==> config.mk <==
export PLATFORM = sky130hd
export DESIGN_NAME = spi_slave_responder
export DESIGN_NICKNAME = d
export VERILOG_FILES = /design/src/rtl/spi_slave_responder.sv
export SDC_FILE = /design/constraint.sdc
export NUM_CORES = 1
export LEC_CHECK = 0
export ABC_CLOCK_PERIOD_IN_PS = 4500
export BUFFER_PORTS_ARGS = -buffer_cell sky130_fd_sc_hd__clkbuf_2
export CAP_MARGIN = 5
export CORE_ASPECT_RATIO = 0.6
export CORE_UTILIZATION = 45
export CTS_CLUSTER_DIAMETER = 50
export DETAILED_ROUTE_END_ITERATION = 16
export HOLD_SLACK_MARGIN = 0.08
export PLACE_DENSITY = 0.66
export SYNTH_ARGS = -nofsm -noshare
export SYNTH_HDL_FRONTEND = slang
export SYNTH_SLANG_ARGS = --single-unit
==> constraint.sdc <==
create_clock -name clk_i -period 4.5 [get_ports clk_i]
set_input_delay 0.45 -clock clk_i [delete_from_list [all_inputs] [get_ports clk_i]]
set_output_delay 0.45 -clock clk_i [all_outputs]
set_load 0.02 [all_outputs]
==> src/rtl/spi_slave_responder.sv <==
`default_nettype none
// ============================================================================
// Module   : spi_slave_responder
// Brief    : SPI mode-0 slave; synchronized pins, MSB-first shift in/out.
// Revision : 1.0 - initial release
// ============================================================================
module spi_slave_responder #(
    parameter int DATA_WIDTH = 8
) (
    input  logic                  clk_i,
    input  logic                  rst_n_i,
    input  logic                  sclk_i,
    input  logic                  cs_n_i,
    input  logic                  mosi_i,
    output logic                  miso_o,
    input  logic [DATA_WIDTH-1:0] tx_data_i,
    output logic                  tx_ack_o,
    output logic [DATA_WIDTH-1:0] rx_data_o,
    output logic                  rx_valid_o,
    output logic                  busy_o
);

    localparam int                c_CNT_W = $clog2(DATA_WIDTH);
    localparam logic [c_CNT_W-1:0] c_LAST = c_CNT_W'(DATA_WIDTH - 1);

    typedef enum logic [0:0] {
        ST_IDLE  = 1'b0,
        ST_SHIFT = 1'b1
    } state_t;

    state_t                r_state, w_state_nxt;
    logic [c_CNT_W-1:0]    r_bit_cnt, w_bit_cnt_nxt;
    logic [DATA_WIDTH-1:0] r_tx_shift, w_tx_shift_nxt;
    logic [DATA_WIDTH-1:0] r_rx_shift, w_rx_shift_nxt;
    logic [DATA_WIDTH-1:0] r_rx_data, w_rx_data_nxt;
    logic                  r_rx_valid, w_rx_valid_nxt;
    logic                  r_tx_ack, w_tx_ack_nxt;

    logic r_sclk_meta, r_sclk_sync, r_sclk_d;
    logic r_cs_meta, r_cs_sync, r_cs_d;
    logic r_mosi_meta, r_mosi_sync;
    logic [1:0] r_fill;
    logic r_cs_armed;

    logic w_sclk_rise, w_sclk_fall, w_cs_fall, w_cs_rise;
    logic [DATA_WIDTH-1:0] w_rx_word;

    always_ff @(posedge clk_i or negedge rst_n_i) begin
        if (!rst_n_i) begin
            r_sclk_meta <= 1'b0;
            r_sclk_sync <= 1'b0;
            r_sclk_d    <= 1'b0;
            r_cs_meta   <= 1'b1;
            r_cs_sync   <= 1'b1;
            r_cs_d      <= 1'b1;
            r_mosi_meta <= 1'b0;
            r_mosi_sync <= 1'b0;
            r_fill      <= 2'b00;
            r_cs_armed  <= 1'b0;
        end else begin
            r_sclk_meta <= sclk_i;
            r_sclk_sync <= r_sclk_meta;
            r_sclk_d    <= r_sclk_sync;
            r_cs_meta   <= cs_n_i;
            r_cs_sync   <= r_cs_meta;
            r_cs_d      <= r_cs_sync;
            r_mosi_meta <= mosi_i;
            r_mosi_sync <= r_mosi_meta;
            r_fill      <= {r_fill[0], 1'b1};
            // Only accept a cs_n fall once the real pin has been seen high, so a
            // transfer already running at reset release is not joined mid-way.
            r_cs_armed  <= r_cs_armed | (r_fill[1] & r_cs_sync);
        end
    end

    assign w_sclk_rise = r_sclk_sync & ~r_sclk_d;
    assign w_sclk_fall = ~r_sclk_sync & r_sclk_d;
    assign w_cs_fall   = ~r_cs_sync & r_cs_d & r_cs_armed;
    assign w_cs_rise   = r_cs_sync & ~r_cs_d;
    assign w_rx_word   = {r_rx_shift[DATA_WIDTH-2:0], r_mosi_sync};

    always_ff @(posedge clk_i or negedge rst_n_i) begin
        if (!rst_n_i) begin
            r_state    <= ST_IDLE;
            r_bit_cnt  <= '0;
            r_tx_shift <= '0;
            r_rx_shift <= '0;
            r_rx_data  <= '0;
            r_rx_valid <= 1'b0;
            r_tx_ack   <= 1'b0;
        end else begin
            r_state    <= w_state_nxt;
            r_bit_cnt  <= w_bit_cnt_nxt;
            r_tx_shift <= w_tx_shift_nxt;
            r_rx_shift <= w_rx_shift_nxt;
            r_rx_data  <= w_rx_data_nxt;
            r_rx_valid <= w_rx_valid_nxt;
            r_tx_ack   <= w_tx_ack_nxt;
        end
    end

    always_comb begin
        w_state_nxt    = r_state;
        w_bit_cnt_nxt  = r_bit_cnt;
        w_tx_shift_nxt = r_tx_shift;
        w_rx_shift_nxt = r_rx_shift;
        w_rx_data_nxt  = r_rx_data;
        w_rx_valid_nxt = 1'b0;
        w_tx_ack_nxt   = 1'b0;
        case (r_state)
            ST_IDLE: begin
                if (w_cs_fall) begin
                    w_tx_shift_nxt = tx_data_i;
                    w_tx_ack_nxt   = 1'b1;
                    w_bit_cnt_nxt  = '0;
                    w_state_nxt    = ST_SHIFT;
                end
            end
            ST_SHIFT: begin
                if (w_cs_rise) begin
                    w_bit_cnt_nxt = '0;
                    w_state_nxt   = ST_IDLE;
                end else if (w_sclk_rise) begin
                    w_rx_shift_nxt = w_rx_word;
                    if (r_bit_cnt == c_LAST) begin
                        w_rx_data_nxt  = w_rx_word;
                        w_rx_valid_nxt = 1'b1;
                        w_bit_cnt_nxt  = '0;
                        w_tx_shift_nxt = tx_data_i;
                        w_tx_ack_nxt   = 1'b1;
                    end else begin
                        w_bit_cnt_nxt = r_bit_cnt + 1'b1;
                    end
                end else if (w_sclk_fall && (r_bit_cnt != '0)) begin
                    // No shift at bit 0: the word just loaded keeps its MSB on the wire.
                    w_tx_shift_nxt = {r_tx_shift[DATA_WIDTH-2:0], 1'b0};
                end
            end
            default: w_state_nxt = ST_IDLE;
        endcase
    end

    assign busy_o     = (r_state == ST_SHIFT);
    assign miso_o     = (r_state == ST_SHIFT) & r_tx_shift[DATA_WIDTH-1];
    assign tx_ack_o   = r_tx_ack;
    assign rx_data_o  = r_rx_data;
    assign rx_valid_o = r_rx_valid;

endmodule
`default_nettype wire

# Word level (Yosys, flattened, before mapping)
# Index checks and enable logic that the tools add are counted.
# totals
ff_bits,40
inputBits,13
out_inout_bits,12
# classes
n_addsub,1
eq_ne,6
muxes,19
bitwise_logic,14
reduce_logical,6
# op_table
cell,count
$mux W8,5
$pmux W8 S2,1
$mux W3,4
$reduce_and A4 Y1,2
$and A1 B1 Y1,7
$mux W1,6
$ne A3 B1 Y1 const B,2
$not A1 Y1,6
$pmux W3 S2,1
$ne A2 B2 Y1 const B,2
$pmux W1 S2,2
$add A3 B1 Y3 const B,1
$eq A3 B3 Y1 const B,1
$ne A3 B2 Y1 const B,1
$reduce_and A3 Y1,1
$reduce_bool A3 Y1,1
$reduce_and A2 Y1,1
$logic_and A1 B1 Y1,1
$or A1 B1 Y1,1

# Longest topological paths before layout
# Gate-level depths: netlist of run 1.
# depth
ltp_word,7
depth_mapped,6
depth_no_buf,6

# Least setup slack after synthesis of run 1
# OpenSTA, ideal clock, no wires.
# synth_path
path_type,flip-flop to flip-flop
from,register r_bit_cnt[0]
to,register r_tx_shift[1]
arrival_ps,1636
required_ps,4375
path_slack_ps,2739
stages_incl_launch_ff,7
path_buffers,0
synth_period_minus_slack_ps,1761
cell_sequence,dfrtp_1 -> inv_1 -> ha_1 -> nor2b_1 -> nor3b_1 -> a2bb2oi_4 -> mux2_4
# synth_via
elab_chain_len,4
word_cells_on_any_way,6
cone_classes,eq/ne: 3; reduce/logical: 3
# synth_rtl
item,line,rtl
start: declaration,32,"logic [c_CNT_W-1:0] r_bit_cnt, w_bit_cnt_nxt;"
start signal: assignment,93,r_bit_cnt <= w_bit_cnt_nxt;
$reduce_bool A3 Y1,134,end else if (w_sclk_fall && (r_bit_cnt != '0)) begin
$logic_and A1 B1 Y1,134,
$ne A3 B1 Y1 (no source line),--,
$reduce_and A4 Y1 (no source line) *,--,
end signal: assignment,94,r_tx_shift <= w_tx_shift_nxt;
end: declaration,33,"logic [DATA_WIDTH-1:0] r_tx_shift, w_tx_shift_nxt;"
# Mark *: on every way between the ends. The rest lies on a longest branch, timed or not.
# A chain may end at the register's enable or synchronous reset.

# Worst setup path after layout of run 1
# layout_path
from,register r_bit_cnt[0]
to,register r_tx_shift[5]
# Same word-level chain as after synthesis.

==> flow_results.xml, run 1 <==
<?xml version="1.0" encoding="UTF-8"?>
<metrics>
  <group name="grt">
    <metric name="first_global_vias" unit="">956</metric>
    <metric name="grt_pass1_wl" unit="µm">4330</metric>
    <metric name="initial_antenna_violation_count" unit="">0</metric>
    <metric name="grt_overflow" unit="">0</metric>
    <metric name="grt_max_degree" unit="">41</metric>
    <metric name="grt_util_met1" unit="%">20.0</metric>
    <metric name="grtUsageMet3" unit="%">6.23</metric>
    <metric name="grt.busiest_layer" unit="">met2</metric>
    <metric name="grt_util_met2" unit="%">21.8</metric>
    <metric name="grt_usage" unit="%">15.6</metric>
  </group>
  <group name="worst_setup_path">
    <metric name="worstSetupStartpointType" unit="">flip-flop</metric>
    <metric name="setup.worst_path.class" unit="">flip-flop to flip-flop</metric>
    <metric name="crit_path_end_kind" unit="">flip-flop</metric>
    <metric name="worstPathMaxFanout" unit="">8</metric>
    <metric name="worst-r2r-setup-slack" unit="ns">2.61</metric>
    <metric name="worst-endpoint-arrival" unit="ns">2.08</metric>
    <metric name="worstPathRequired" unit="ns">4.69</metric>
  </group>
  <group name="timing">
    <metric name="finalSetupViolCount" unit="">0</metric>
    <metric name="fin_tns_setup" unit="ns">0</metric>
    <metric name="post-route-min-period" unit="ns">1.89</metric>
    <metric name="worstMarginPinSlew" unit="ns">0.945</metric>
    <metric name="number_of_failing_hold_endpoints_at_the_final_stage" unit="">0</metric>
    <metric name="drv_slew" unit="">0</metric>
    <metric name="finalClockSkew" unit="ns">0.0111</metric>
    <metric name="achievable-frequency" unit="GHz">0.528</metric>
    <metric name="fin_crit_share" unit="%">42.1</metric>
    <metric name="grt_setup_unrepaired" unit="">false</metric>
    <metric name="tightest_slew_margin_relative_to_the_limit" unit="%">37.0</metric>
    <metric name="setup_slack" unit="ns">2.61</metric>
  </group>
  <group name="placement">
    <metric name="post-place-cells" unit="">175</metric>
    <metric name="pre_cts_slack" unit="ns">2.61</metric>
    <metric name="post_dp_cell_area" unit="mm²">0.00179</metric>
    <metric name="place.gp.congestion" unit="">0.676</metric>
    <metric name="detailedPlacementHpwl" unit="µm">1760</metric>
    <metric name="place.port_buffers" unit="">24</metric>
  </group>
  <group name="layout">
    <metric name="layout.filler_cells" unit="">258</metric>
    <metric name="layout.cell_area.non_filler" unit="mm²">0.00191</metric>
    <metric name="most_common_library_cell_in_the_layout_ignoring_fill_and_taps" unit="">sky130_fd_sc_hd__dfrtp_1</metric>
    <metric name="areaGrowthSynthToFinish" unit="%">17.4</metric>
    <metric name="num_antenna_cells" unit="">0</metric>
    <metric name="numnets_final" unit="">153</metric>
    <metric name="most-common-layout-cells" unit="">sky130_fd_sc_hd__dfrtp_1 (37), sky130_fd_sc_hd__clkbuf_2 (24), sky130_fd_sc_hd__mux2_1 (22)</metric>
    <metric name="finish.cell_count_without_fillers" unit="">183</metric>
    <metric name="post_route_cells_drive_above_1_share" unit="%">34.8</metric>
  </group>
  <group name="die">
    <metric name="dieArea" unit="mm²">0.00387</metric>
    <metric name="chipHeight" unit="µm">48.6</metric>
    <metric name="top_level_ports" unit="">25</metric>
    <metric name="floorplan.die.width" unit="µm">79.6</metric>
    <metric name="row_count" unit="">16</metric>
    <metric name="core" unit="mm²">0.00334</metric>
    <metric name="initial_standard_cell_utilization_of_the_core" unit="%">48.7</metric>
  </group>
  <group name="synth">
    <metric name="postSynthAreaPerCell" unit="µm²">15.1</metric>
    <metric name="sequential_area_share_after_synthesis" unit="%">61.8</metric>
    <metric name="ys_ff_latch" unit="">40</metric>
    <metric name="netlist-cell-type-count" unit="">26</metric>
    <metric name="synth_cells" unit="">108</metric>
    <metric name="mappedNetlistArea" unit="mm²">0.00163</metric>
    <metric name="ys.warnings.count" unit="">0</metric>
    <metric name="syn_nets" unit="">124</metric>
  </group>
  <group name="clocking">
    <metric name="hold_buffers" unit="">0</metric>
    <metric name="cts.repair.resized" unit="">0</metric>
    <metric name="cts.repair_timing.setup_buffer_count" unit="">0</metric>
    <metric name="htreeDepth" unit="">2</metric>
    <metric name="cts.reportedPaths.clkPinSlew" unit="ns">0.08</metric>
    <metric name="cts_tree" unit="">yes</metric>
    <metric name="clockBufferDepth" unit="">2</metric>
    <metric name="tritoncts.num_buffers" unit="">5</metric>
    <metric name="tritoncts_num_sinks" unit="">40</metric>
    <metric name="worstSkewPairLatency" unit="ns">0.30</metric>
    <metric name="cts-root-buf" unit="">sky130_fd_sc_hd__clkbuf_8</metric>
  </group>
  <group name="route">
    <metric name="drt_iter0_markers" unit="">27</metric>
    <metric name="route.detailed.wl_per_inst" unit="µm">13.6</metric>
    <metric name="vias_after_detailed_routing" unit="">945</metric>
    <metric name="remaining_antenna_violation_count_after_routing" unit="">0</metric>
    <metric name="detailedRoute.firstPassIterationCount" unit="">4</metric>
    <metric name="route.detailed.vias_per_inst" unit="">5.16</metric>
    <metric name="drc" unit="">0</metric>
    <metric name="aggregate_routed_wire_length" unit="µm">2490</metric>
  </group>
  <group name="run_status">
    <metric name="outcome" unit="">finished, final reports clean</metric>
  </group>
  <group name="pwr">
    <metric name="vdd.ir_drop.worst" unit="V">0.000280</metric>
    <metric name="total_leakage_power" unit="nW">0.966</metric>
    <metric name="cellPowerDensity" unit="mW/mm²">485</metric>
  </group>
  <group name="job">
    <metric name="max-cap-violations" unit="">0</metric>
  </group>
  <group name="worst_hold_path">
    <metric name="type_of_the_most_critical_hold_path" unit="">input pin to flip-flop</metric>
  </group>
</metrics>
[stage by stage]
step | util, % | total power, W | hold slack (ns)
5_1_grt | 57.1 | 0.000974 | 0.214
3_5_place_dp | 53.6 | 0.000639 | 0.344
6_report | 57.1 | 0.000927 | 0.225
4_1_cts | 57.1 | 0.000939 | 0.215
3_3_place_gp | 53.6 | 0.000629 | 0.336
2_1_floorplan | - | 0.000594 | 0.154
[Yosys cell counts]
library cell                 n  area (µm²)
sky130_fd_sc_hd__a21bo_2     1        10.0
sky130_fd_sc_hd__a21o_2      1        8.76
sky130_fd_sc_hd__a2bb2oi_4   1        26.3
sky130_fd_sc_hd__and2_1      1        6.26
sky130_fd_sc_hd__and2b_1     1        7.51
sky130_fd_sc_hd__buf_2       2        10.0
sky130_fd_sc_hd__conb_1      1        3.75
sky130_fd_sc_hd__dfrtp_1    37         926
sky130_fd_sc_hd__dfstp_2     3        78.8
sky130_fd_sc_hd__ha_1        3        37.5
sky130_fd_sc_hd__inv_1       4        15.0
sky130_fd_sc_hd__mux2_1     22         248
sky130_fd_sc_hd__mux2_4      7         105
sky130_fd_sc_hd__mux2i_1     1        10.0
sky130_fd_sc_hd__nand2_1     6        22.5
sky130_fd_sc_hd__nand2_2     1        6.26
sky130_fd_sc_hd__nand2b_1    2        12.5
sky130_fd_sc_hd__nand3_1     2        10.0
sky130_fd_sc_hd__nand4_1     3        18.8
sky130_fd_sc_hd__nand4_2     1        12.5
sky130_fd_sc_hd__nor2_1      1        3.75
sky130_fd_sc_hd__nor2b_1     1        6.26
sky130_fd_sc_hd__nor3b_1     1        7.51
sky130_fd_sc_hd__o211ai_1    1        7.51
sky130_fd_sc_hd__o21ai_0     3        15.0
sky130_fd_sc_hd__or3_4       1        11.3
[kinds of logic after synthesis]
family | count (synthesis) | synth area share (%)
buffers and inverters | 6 | 1.54
flip-flops | 40 | 61.8
AND/OR/NAND/NOR | 21 | 7.69
AO/OA/AOI/OAI | 7 | 4.15
adder cells (fa/ha/maj) | 3 | 2.31
other | 1 | 0.231
multiplexers | 30 | 22.3
[flip-flops by register name (all words and copies together) (netlist names)]
signal	count
rx_data_o	8
r_tx_shift	8
r_mosi_sync	1
r_fill	2
busy_o	1
r_cs_sync	1
r_cs_armed	1
r_sclk_meta	1
r_cs_meta	1
r_mosi_meta	1
r_sclk_d	1
r_sclk_sync	1
rx_valid_o	1
tx_ack_o	1
r_bit_cnt	3
r_cs_d	1
r_rx_shift	7
[metal layers]
| layer | routed length [µm] | vias to the layer above |
|---|---|---|
| li1 | - | 440 |
| met1 | 1230 | 481 |
| met2 | 1100 | 17 |
| met3 | 98 | 7 |
| met4 | 68 | 0 |
| met5 | 0 | - |
[path summary, 6_finish.rpt]
check | from | end | cells past startpoint
worst max-delay path | r_bit_cnt[0] | r_tx_shift[5] | 6
min in group asynchronous | rst_n_i | r_fill[0] | 1
worst max register to register | r_bit_cnt[0] | r_tx_shift[5] | 6
max in group asynchronous | rst_n_i | r_rx_shift[6] | 1
worst min register to register | r_sclk_meta | r_sclk_sync | 0
worst min-delay path | cs_n_i | r_cs_meta | 1
[worst max-delay path, stage by stage, from the launching register on]
cell	delay (ns)
sky130_fd_sc_hd__dfrtp_1	0.38
sky130_fd_sc_hd__inv_1	0.07
sky130_fd_sc_hd__ha_1	0.19
sky130_fd_sc_hd__nor2b_1	0.12
sky130_fd_sc_hd__nor3b_1	0.32
sky130_fd_sc_hd__a2bb2oi_4	0.37
sky130_fd_sc_hd__mux2_4	0.33
[layout make-up]
class | instances | area (µm²) | share of cell area [%]
Timing Repair Buffer | 24 | 120 | 6.29
Tap cell | 45 | 56.3 | 2.95
Multi-Input combinational cell | 62 | 597 | 31.3
Sequential cell | 40 | 1000 | 52.6
Clock inverter | 3 | 47.5 | 2.49
Clock buffer | 5 | 68.8 | 3.60
Inverter | 4 | 15.0 | 0.786
[where the power goes]
part,switching (W),total [W],internal [W]
Sequential,0.0000433,0.000474,0.000431
Combinational,0.0000614,0.000157,0.0000958
Clock,0.000129,0.000295,0.000167
Total,0.000233,0.000927,0.000693
No activity file was read; power rests on OpenSTA's default activity.
==> run 2, diff against run 1 <==
--- a/config.mk
+++ b/config.mk
@@ -5,7 +5,8 @@
 export SDC_FILE = /design/constraint.sdc
 export NUM_CORES = 1
 export LEC_CHECK = 0
-export ABC_CLOCK_PERIOD_IN_PS = 4500
+export ABC_AREA = 1
+export ABC_CLOCK_PERIOD_IN_PS = 1600
 export BUFFER_PORTS_ARGS = -buffer_cell sky130_fd_sc_hd__clkbuf_2
 export CAP_MARGIN = 5
 export CORE_ASPECT_RATIO = 0.6
@@ -13,7 +14,7 @@
 export CTS_CLUSTER_DIAMETER = 50
 export DETAILED_ROUTE_END_ITERATION = 16
 export HOLD_SLACK_MARGIN = 0.08
-export PLACE_DENSITY = 0.66
+export PLACE_DENSITY = 0.68
 export SYNTH_ARGS = -nofsm -noshare
 export SYNTH_HDL_FRONTEND = slang
 export SYNTH_SLANG_ARGS = --single-unit
==> constraint.sdc (replaced) <==
create_clock -name clk_i -period 1.6 [get_ports clk_i]
set_input_delay 0.16 -clock clk_i [delete_from_list [all_inputs] [get_ports clk_i]]
set_output_delay 0.16 -clock clk_i [all_outputs]
set_load 0.02 [all_outputs]
==> run 2 against run 1 <==
Against the previous run: utilization fell by 1.5 points; via count rose by 33%; cell count rose by 47%; total power rose to 2.8 times the previous value; first-iteration DRC count rose to 3.6 times the previous value; routed wire length rose by 22%; register-to-register slack got worse by 2.5 ns; synthesized cell count rose by 72%; critical path type unchanged; largest cell class unchanged.
==> flow_results.xml, run 2 <==
<?xml version="1.0" encoding="UTF-8"?>
<metrics>
  <group name="layout">
    <metric name="layout.cell_area.non_filler" unit="mm²">0.00206</metric>
    <metric name="layout.filler_cells" unit="">344</metric>
    <metric name="most_common_library_cell_in_the_layout_ignoring_fill_and_taps" unit="">sky130_fd_sc_hd__nand2_1</metric>
    <metric name="most-common-layout-cells" unit="">sky130_fd_sc_hd__nand2_1 (85), sky130_fd_sc_hd__dfrtp_1 (37), sky130_fd_sc_hd__clkbuf_2 (24)</metric>
    <metric name="areaGrowthSynthToFinish" unit="%">17.6</metric>
    <metric name="numnets_final" unit="">237</metric>
    <metric name="num_antenna_cells" unit="">0</metric>
    <metric name="post_route_utilization" unit="%">55.6</metric>
    <metric name="post_route_cells_drive_above_1_share" unit="%">24.3</metric>
  </group>
  <group name="timing">
    <metric name="drv_slew" unit="">0</metric>
    <metric name="worstMarginPinSlew" unit="ns">0.501</metric>
    <metric name="hold-worst-slack" unit="ns">0.158</metric>
    <metric name="fin_tns_setup" unit="ns">0</metric>
    <metric name="achievable-frequency" unit="GHz">0.682</metric>
    <metric name="finalSetupViolCount" unit="">0</metric>
    <metric name="finalClockSkew" unit="ns">0.00619</metric>
    <metric name="tightest_slew_margin_relative_to_the_limit" unit="%">66.6</metric>
    <metric name="fin_crit_share" unit="%">91.6</metric>
    <metric name="number_of_failing_hold_endpoints_at_the_final_stage" unit="">0</metric>
    <metric name="post-route-min-period" unit="ns">1.47</metric>
  </group>
  <group name="worst_hold_path">
    <metric name="min_path_cells" unit="">5</metric>
    <metric name="holdCritStartpoint" unit="">tx_data_i[6]</metric>
    <metric name="hold-path-endpoint" unit="">r_tx_shift[6]</metric>
    <metric name="type_of_the_most_critical_hold_path" unit="">input pin to flip-flop</metric>
  </group>
  <group name="clocking">
    <metric name="cts.reportedPaths.clkPinSlew" unit="ns">0.08</metric>
    <metric name="cts-root-buf" unit="">sky130_fd_sc_hd__clkbuf_8</metric>
    <metric name="htreeDepth" unit="">2</metric>
    <metric name="clockBufferDepth" unit="">2</metric>
    <metric name="worstSkewPairLatency" unit="ns">0.29</metric>
    <metric name="cts.repair_timing.setup_buffer_count" unit="">0</metric>
    <metric name="cts_tree" unit="">yes</metric>
    <metric name="tritoncts_num_sinks" unit="">40</metric>
    <metric name="tritoncts.num_buffers" unit="">5</metric>
  </group>
  <group name="pwr">
    <metric name="vdd.ir_drop.worst" unit="V">0.000652</metric>
    <metric name="total_leakage_power" unit="nW">1.14</metric>
    <metric name="cellPowerDensity" unit="mW/mm²">1260</metric>
  </group>
  <group name="placement">
    <metric name="detailedPlacementHpwl" unit="µm">2090</metric>
    <metric name="place.port_buffers" unit="">24</metric>
    <metric name="post_dp_cell_area" unit="mm²">0.00192</metric>
    <metric name="place.gp.congestion" unit="">0.807</metric>
  </group>
  <group name="synth">
    <metric name="synth-main-ff-cell" unit="">sky130_fd_sc_hd__dfrtp_1</metric>
    <metric name="ys_ff_latch" unit="">40</metric>
    <metric name="mappedNetlistArea" unit="mm²">0.00175</metric>
    <metric name="syn_nets" unit="">202</metric>
    <metric name="synthArstFlopShare" unit="%">100</metric>
    <metric name="netlist-cell-type-count" unit="">26</metric>
    <metric name="leading_cell_type_by_number_of_instances_after_synthesis" unit="">sky130_fd_sc_hd__nand2_1</metric>
    <metric name="postSynthAreaPerCell" unit="µm²">9.40</metric>
    <metric name="netlist_top_cells_count" unit="">sky130_fd_sc_hd__nand2_1 (86), sky130_fd_sc_hd__dfrtp_1 (37), sky130_fd_sc_hd__o21ai_0 (12)</metric>
    <metric name="synth_area_leader_cell" unit="">sky130_fd_sc_hd__dfrtp_1</metric>
    <metric name="yosys.area.top_type_share" unit="%">52.9</metric>
    <metric name="synth_edf_count" unit="">0</metric>
    <metric name="ys.warnings.count" unit="">0</metric>
    <metric name="synth.top_cells.by_area" unit="">sky130_fd_sc_hd__dfrtp_1 (53%), sky130_fd_sc_hd__nand2_1 (18%), sky130_fd_sc_hd__dfstp_2 (4.5%)</metric>
    <metric name="synth_cells" unit="">186</metric>
    <metric name="sequential_area_share_after_synthesis" unit="%">57.4</metric>
  </group>
  <group name="grt">
    <metric name="grt_pass1_wl" unit="µm">5510</metric>
    <metric name="grt_usage" unit="%">18.3</metric>
    <metric name="grt_overflow" unit="">0</metric>
    <metric name="grt_max_degree" unit="">41</metric>
    <metric name="initial_antenna_violation_count" unit="">0</metric>
    <metric name="first_global_vias" unit="">1195</metric>
  </group>
  <group name="worst_setup_path">
    <metric name="crit_buf_inv" unit="">2</metric>
    <metric name="worst_path_largest_cell_delay" unit="ns">0.55</metric>
    <metric name="worst-endpoint-arrival" unit="ns">1.70</metric>
    <metric name="critical_path.reg2reg.endpoint" unit="">rx_data_o[1]</metric>
    <metric name="worst-r2r-setup-slack" unit="ns">0.13</metric>
    <metric name="cp_cell_sequence" unit="">inv_1, nand2_1, inv_2, nor2_8, nand2_8, nor2_8, nand2_1, nand2_1</metric>
    <metric name="worst_r2r_path_depth" unit="">8</metric>
    <metric name="cp_common_cell" unit="">sky130_fd_sc_hd__nand2_1</metric>
    <metric name="worstReg2RegStart" unit="">r_cs_d</metric>
    <metric name="crit_slowest_cell" unit="">sky130_fd_sc_hd__dfstp_2</metric>
    <metric name="crit_family" unit="">simple AND/OR/NAND/NOR gates</metric>
    <metric name="setup.worst_path.class" unit="">flip-flop to flip-flop</metric>
    <metric name="crit_path_end_kind" unit="">flip-flop</metric>
    <metric name="worstSetupStartpointType" unit="">flip-flop</metric>
    <metric name="worstPathMaxFanout" unit="">19</metric>
    <metric name="worstPathRequired" unit="ns">1.83</metric>
  </group>
  <group name="route">
    <metric name="drt_iter0_markers" unit="">97</metric>
    <metric name="route.detailed.vias_per_inst" unit="">4.69</metric>
    <metric name="remaining_antenna_violation_count_after_routing" unit="">0</metric>
    <metric name="aggregate_routed_wire_length" unit="µm">3050</metric>
    <metric name="vias_after_detailed_routing" unit="">1261</metric>
    <metric name="detailedRoute.firstPassIterationCount" unit="">4</metric>
    <metric name="drc" unit="">0</metric>
    <metric name="route.detailed.wl_per_inst" unit="µm">11.3</metric>
  </group>
  <group name="job">
    <metric name="max-cap-violations" unit="">0</metric>
  </group>
  <group name="die">
    <metric name="dieArea" unit="mm²">0.00415</metric>
    <metric name="top_level_ports" unit="">25</metric>
    <metric name="row_count" unit="">17</metric>
    <metric name="core" unit="mm²">0.00370</metric>
    <metric name="floorplan.die.width" unit="µm">82.5</metric>
    <metric name="initial_standard_cell_utilization_of_the_core" unit="%">47.3</metric>
    <metric name="chipHeight" unit="µm">50.3</metric>
  </group>
  <group name="run_status">
    <metric name="outcome" unit="">finished, final reports clean</metric>
  </group>
</metrics>
-- run 2: cell types whose count changed in the layout (fill, tap and decap cells not counted), moves of 3 or more --
cell	before	now
sky130_fd_sc_hd__dlygate4sd3_1	0	4
sky130_fd_sc_hd__nand3_1	2	9
sky130_fd_sc_hd__mux2_4	7	0
sky130_fd_sc_hd__inv_1	4	10
sky130_fd_sc_hd__nand2_1	6	85
sky130_fd_sc_hd__mux2_1	22	0
sky130_fd_sc_hd__o21ai_1	0	4
sky130_fd_sc_hd__o21ai_0	3	8
sky130_fd_sc_hd__o21ai_2	0	3
-- run 2: cell families (layout without fill, tap and decap cells) --
logic type	count (synthesis)	after routing	synth area share [%]
AO/OA/AOI/OAI	19	19	7.08
adder cells (fa/ha/maj)	3	3	2.15
other	1	1	0.214
AND/OR/NAND/NOR	108	108	29.1
flip-flops	40	40	57.4
buffers and inverters	15	51	4.01
-- run 2: final cells by class --
| cell class | count | area (µm²) | share of cell area, % |
|---|---|---|---|
| clock buffers | 8 | 90.1 | 4.38 |
| inverters | 13 | 51.3 | 2.49 |
| multi-input cells | 131 | 677 | 32.9 |
| flip-flops and latches | 40 | 1000 | 48.8 |
| well taps | 47 | 58.8 | 2.86 |
| repair buffers | 30 | 175 | 8.52 |
-- run 2: timing repair --
item                                    in CTS  in global routing
hold endpoints to repair                    40                  0
endpoints found under the setup margin       0                 12
resized for setup                            0                  6
hold buffers                                 4                  0
-- run 2: worst max path at each step --
stage	start	depth (start not counted)	to	slack, ns
2_1_floorplan	r_bit_cnt[0]	6	r_bit_cnt[0]	0.12
3_3_place_gp	r_cs_d	8	rx_data_o[1]	0.14
3_5_place_dp	r_bit_cnt[0]	9	r_tx_shift[3]	0.11
4_1_cts	r_bit_cnt[0]	9	r_tx_shift[3]	0.09
5_1_grt	r_bit_cnt[0]	9	r_tx_shift[5]	-0.005
6_report	r_cs_d	8	rx_data_o[1]	0.13
-- run 2: routing by layer --
layer  up-vias  global-route usage (%)  share of wire, %
met5         -                       0                 0
met4         0                    6.90              0.92
met3         4                    6.00               4.7
met2        19                    24.9                41
met1       585                    26.7                53
li1        653                       -                 -
-- run 2: worst min-delay path, delay by kind of cell --
kind	cells	cell delay [ns]
AND/OR/NAND/NOR	4	0.18
buffers and inverters	1	0.07
-- run 2: per-stage QoR --
stage	cells	power, W	worst slack (ns)
2_1_floorplan	186	0.00177	0.124
3_3_place_gp	257	0.00192	0.144
3_5_place_dp	257	0.00193	0.114
4_1_cts	269	0.00263	0.0858
5_1_grt	269	0.00280	-0.00454
6_report	269	0.00260	0.134
-- run 2: power breakdown --
part	total, W	switching, W	internal (W)	leakage (nW)
sequential	0.00137	0.000147	0.00122	0.505
combinational	0.000548	0.000345	0.000203	0.587
clock	0.000680	0.000328	0.000352	0.0455
==> run 3, diff against run 2 <==
--- a/config.mk
+++ b/config.mk
@@ -6,7 +6,6 @@
 export NUM_CORES = 1
 export LEC_CHECK = 0
 export ABC_AREA = 1
-export ABC_CLOCK_PERIOD_IN_PS = 1600
 export BUFFER_PORTS_ARGS = -buffer_cell sky130_fd_sc_hd__clkbuf_2
 export CAP_MARGIN = 5
 export CORE_ASPECT_RATIO = 0.6
@@ -15,6 +14,7 @@
 export DETAILED_ROUTE_END_ITERATION = 16
 export HOLD_SLACK_MARGIN = 0.08
 export PLACE_DENSITY = 0.68
+export SKIP_LAST_GASP = 1
 export SYNTH_ARGS = -nofsm -noshare
 export SYNTH_HDL_FRONTEND = slang
 export SYNTH_SLANG_ARGS = --single-unit
==> constraint.sdc (replaced) <==
create_clock -name clk_i -period 1.6 [get_ports clk_i]
set_input_delay 0.16 -clock clk_i [delete_from_list [all_inputs] [get_ports clk_i]]
set_output_delay 0.16 -clock clk_i [all_outputs]
set_load 0.005 [all_outputs]
==> run 3 against run 2 <==
Against the previous run: critical path depth stayed put; global-route usage stayed put; clock power hardly changed; sequential cell count stayed put; clock skew stayed put; critical path type unchanged.
==> flow_results.xml, run 3 (same netlist as run 2, synthesis figures left out) <==
<?xml version="1.0" encoding="UTF-8"?>
<metrics>
  <group name="job">
    <metric name="max-cap-violations" unit="">0</metric>
  </group>
  <group name="layout">
    <metric name="layout.area.seq" unit="mm²">0.00100</metric>
    <metric name="post_route_cells_drive_above_1_share" unit="%">24.3</metric>
    <metric name="num_antenna_cells" unit="">0</metric>
    <metric name="layout.filler_cells" unit="">344</metric>
    <metric name="most_common_library_cell_in_the_layout_ignoring_fill_and_taps" unit="">sky130_fd_sc_hd__nand2_1</metric>
    <metric name="most-common-layout-cells" unit="">sky130_fd_sc_hd__nand2_1 (85), sky130_fd_sc_hd__dfrtp_1 (37), sky130_fd_sc_hd__clkbuf_2 (24)</metric>
    <metric name="numnets_final" unit="">237</metric>
    <metric name="multi_input_area" unit="µm²">677</metric>
    <metric name="areaGrowthSynthToFinish" unit="%">17.6</metric>
  </group>
  <group name="timing">
    <metric name="finalClockSkew" unit="ns">0.00619</metric>
    <metric name="achievable-frequency" unit="GHz">0.683</metric>
    <metric name="worstMarginPinSlew" unit="ns">0.501</metric>
    <metric name="number_of_failing_hold_endpoints_at_the_final_stage" unit="">0</metric>
    <metric name="setup_slack" unit="ns">0.136</metric>
    <metric name="fin_tns_setup" unit="ns">0</metric>
    <metric name="drv_slew" unit="">0</metric>
    <metric name="post-route-min-period" unit="ns">1.46</metric>
    <metric name="fin_crit_share" unit="%">91.5</metric>
    <metric name="grt_setup_unrepaired" unit="">true</metric>
    <metric name="finalSetupViolCount" unit="">0</metric>
    <metric name="tightest_slew_margin_relative_to_the_limit" unit="%">66.6</metric>
  </group>
  <group name="die">
    <metric name="row_count" unit="">17</metric>
    <metric name="initial_standard_cell_utilization_of_the_core" unit="%">47.3</metric>
    <metric name="dieArea" unit="mm²">0.00415</metric>
    <metric name="floorplan.die.width" unit="µm">82.5</metric>
    <metric name="top_level_ports" unit="">25</metric>
    <metric name="chipHeight" unit="µm">50.3</metric>
    <metric name="core" unit="mm²">0.00370</metric>
  </group>
  <group name="grt">
    <metric name="grt_overflow" unit="">0</metric>
    <metric name="grt_pass1_wl" unit="µm">5510</metric>
    <metric name="first_global_vias" unit="">1195</metric>
    <metric name="grt_usage" unit="%">18.3</metric>
    <metric name="initial_antenna_violation_count" unit="">0</metric>
    <metric name="grt_max_degree" unit="">41</metric>
  </group>
  <group name="route">
    <metric name="detailedRoute.firstPassIterationCount" unit="">4</metric>
    <metric name="drt_iter0_markers" unit="">97</metric>
    <metric name="route.detailed.vias_per_inst" unit="">4.69</metric>
    <metric name="vias_after_detailed_routing" unit="">1262</metric>
    <metric name="route.detailed.wl_per_inst" unit="µm">11.3</metric>
    <metric name="remaining_antenna_violation_count_after_routing" unit="">0</metric>
    <metric name="drc" unit="">0</metric>
    <metric name="aggregate_routed_wire_length" unit="µm">3050</metric>
  </group>
  <group name="worst_setup_path">
    <metric name="crit_path_end_kind" unit="">flip-flop</metric>
    <metric name="worstPathRequired" unit="ns">1.83</metric>
    <metric name="cp_cell_sequence" unit="">inv_1, nand2_1, inv_2, nor2_8, nand2_8, nor2_8, nand2_1, nand2_1</metric>
    <metric name="cp_common_cell" unit="">sky130_fd_sc_hd__nand2_1</metric>
    <metric name="worst_r2r_path_depth" unit="">8</metric>
    <metric name="setup.worst_path.class" unit="">flip-flop to flip-flop</metric>
    <metric name="worst-endpoint-arrival" unit="ns">1.69</metric>
    <metric name="worstSetupStartpointType" unit="">flip-flop</metric>
    <metric name="worstPathMaxFanout" unit="">19</metric>
    <metric name="crit_slowest_cell" unit="">sky130_fd_sc_hd__dfstp_2</metric>
    <metric name="worst_path_largest_cell_delay" unit="ns">0.55</metric>
  </group>
  <group name="clocking">
    <metric name="tritoncts_num_sinks" unit="">40</metric>
    <metric name="tritoncts.num_buffers" unit="">5</metric>
    <metric name="cts.reportedPaths.clkPinSlew" unit="ns">0.08</metric>
    <metric name="cts_tree" unit="">yes</metric>
    <metric name="cts.repair_timing.setup_buffer_count" unit="">0</metric>
    <metric name="cts-root-buf" unit="">sky130_fd_sc_hd__clkbuf_8</metric>
    <metric name="htreeDepth" unit="">2</metric>
    <metric name="worstSkewPairLatency" unit="ns">0.29</metric>
    <metric name="clockBufferDepth" unit="">2</metric>
  </group>
  <group name="worst_hold_path">
    <metric name="min_path_cells" unit="">5</metric>
    <metric name="type_of_the_most_critical_hold_path" unit="">input pin to flip-flop</metric>
  </group>
  <group name="placement">
    <metric name="pre_cts_slack" unit="ns">0.114</metric>
    <metric name="place.port_buffers" unit="">24</metric>
    <metric name="detailedPlacementHpwl" unit="µm">2090</metric>
    <metric name="place.gp.congestion" unit="">0.807</metric>
  </group>
  <group name="pwr">
    <metric name="total_leakage_power" unit="nW">1.14</metric>
    <metric name="power" unit="W">0.00258</metric>
    <metric name="vdd.ir_drop.worst" unit="V">0.000652</metric>
    <metric name="cellPowerDensity" unit="mW/mm²">1250</metric>
  </group>
  <group name="run_status">
    <metric name="outcome" unit="">finished, final reports clean</metric>
  </group>
</metrics>
==> run 3: cell count changes in the layout (fill, tap and decap cells not counted) <==
cell and delta:
sky130_fd_sc_hd__o21ai_1 -1, sky130_fd_sc_hd__o21ai_0 +1
==> run 3: final timing paths <==
path / from / to / slack [ns]
min in group asynchronous: rst_n_i / r_bit_cnt[1] / 0.45
max reg2reg: r_cs_d / rx_data_o[1] / 0.14
max in group asynchronous: rst_n_i / r_cs_meta / 0.77
min reg2reg: r_fill[0] / r_fill[1] / 0.35
max: r_cs_d / rx_data_o[1] / 0.14
min: tx_data_i[6] / r_tx_shift[6] / 0.16
==> run 3: power breakdown <==
group | switching [W] | internal (W)
clock network | 0.000328 | 0.000352
registers | 0.000147 | 0.00122
logic | 0.000329 | 0.000203
==> run 3: layer usage <==
metal / GRT usage [%] / part of all wire, % / vias to the layer above
met5: 0 / 0 / -
met4: 6.90 / 0.92 / 0
met3: 6.00 / 4.7 / 4
met2: 24.9 / 41 / 19
met1: 26.7 / 53 / 585
li1: - / - / 654
==> run 3: final cells by class <==
type	instances	share of cell area, %
Timing Repair Buffer	30	8.52
Tap cell	47	2.86
Clock buffer	8	4.38
Multi-Input combinational cell	131	32.9
Sequential cell	40	48.8
Inverter	13	2.49
==> run 3: critical path: cells and delay by family (launching register included) <==
| kind | cells | cell delay (ns) |
|---|---|---|
| buf+inv | 2 | 0.13 |
| flops | 1 | 0.55 |
| simple gates | 6 | 0.73 |
==> run 3: stage by stage <==
step	util, %	instances	instance area [µm²]	hold WS [ns]
2_1_floorplan	-	186	1750	-0.136
3_3_place_gp	52.0	257	1920	0.247
3_5_place_dp	52.0	257	1920	0.249
4_1_cts	55.5	269	2050	0.151
5_1_grt	55.6	269	2060	0.168
6_report	55.6	269	2060	0.158
==> run 3: what timing repair did <==
action / in CTS / in global routing
setup endpoints to repair: 0 / 12
hold buffers: 4 / 0
endpoints found under the hold margin: 40 / 0
resized for setup: 0 / 5
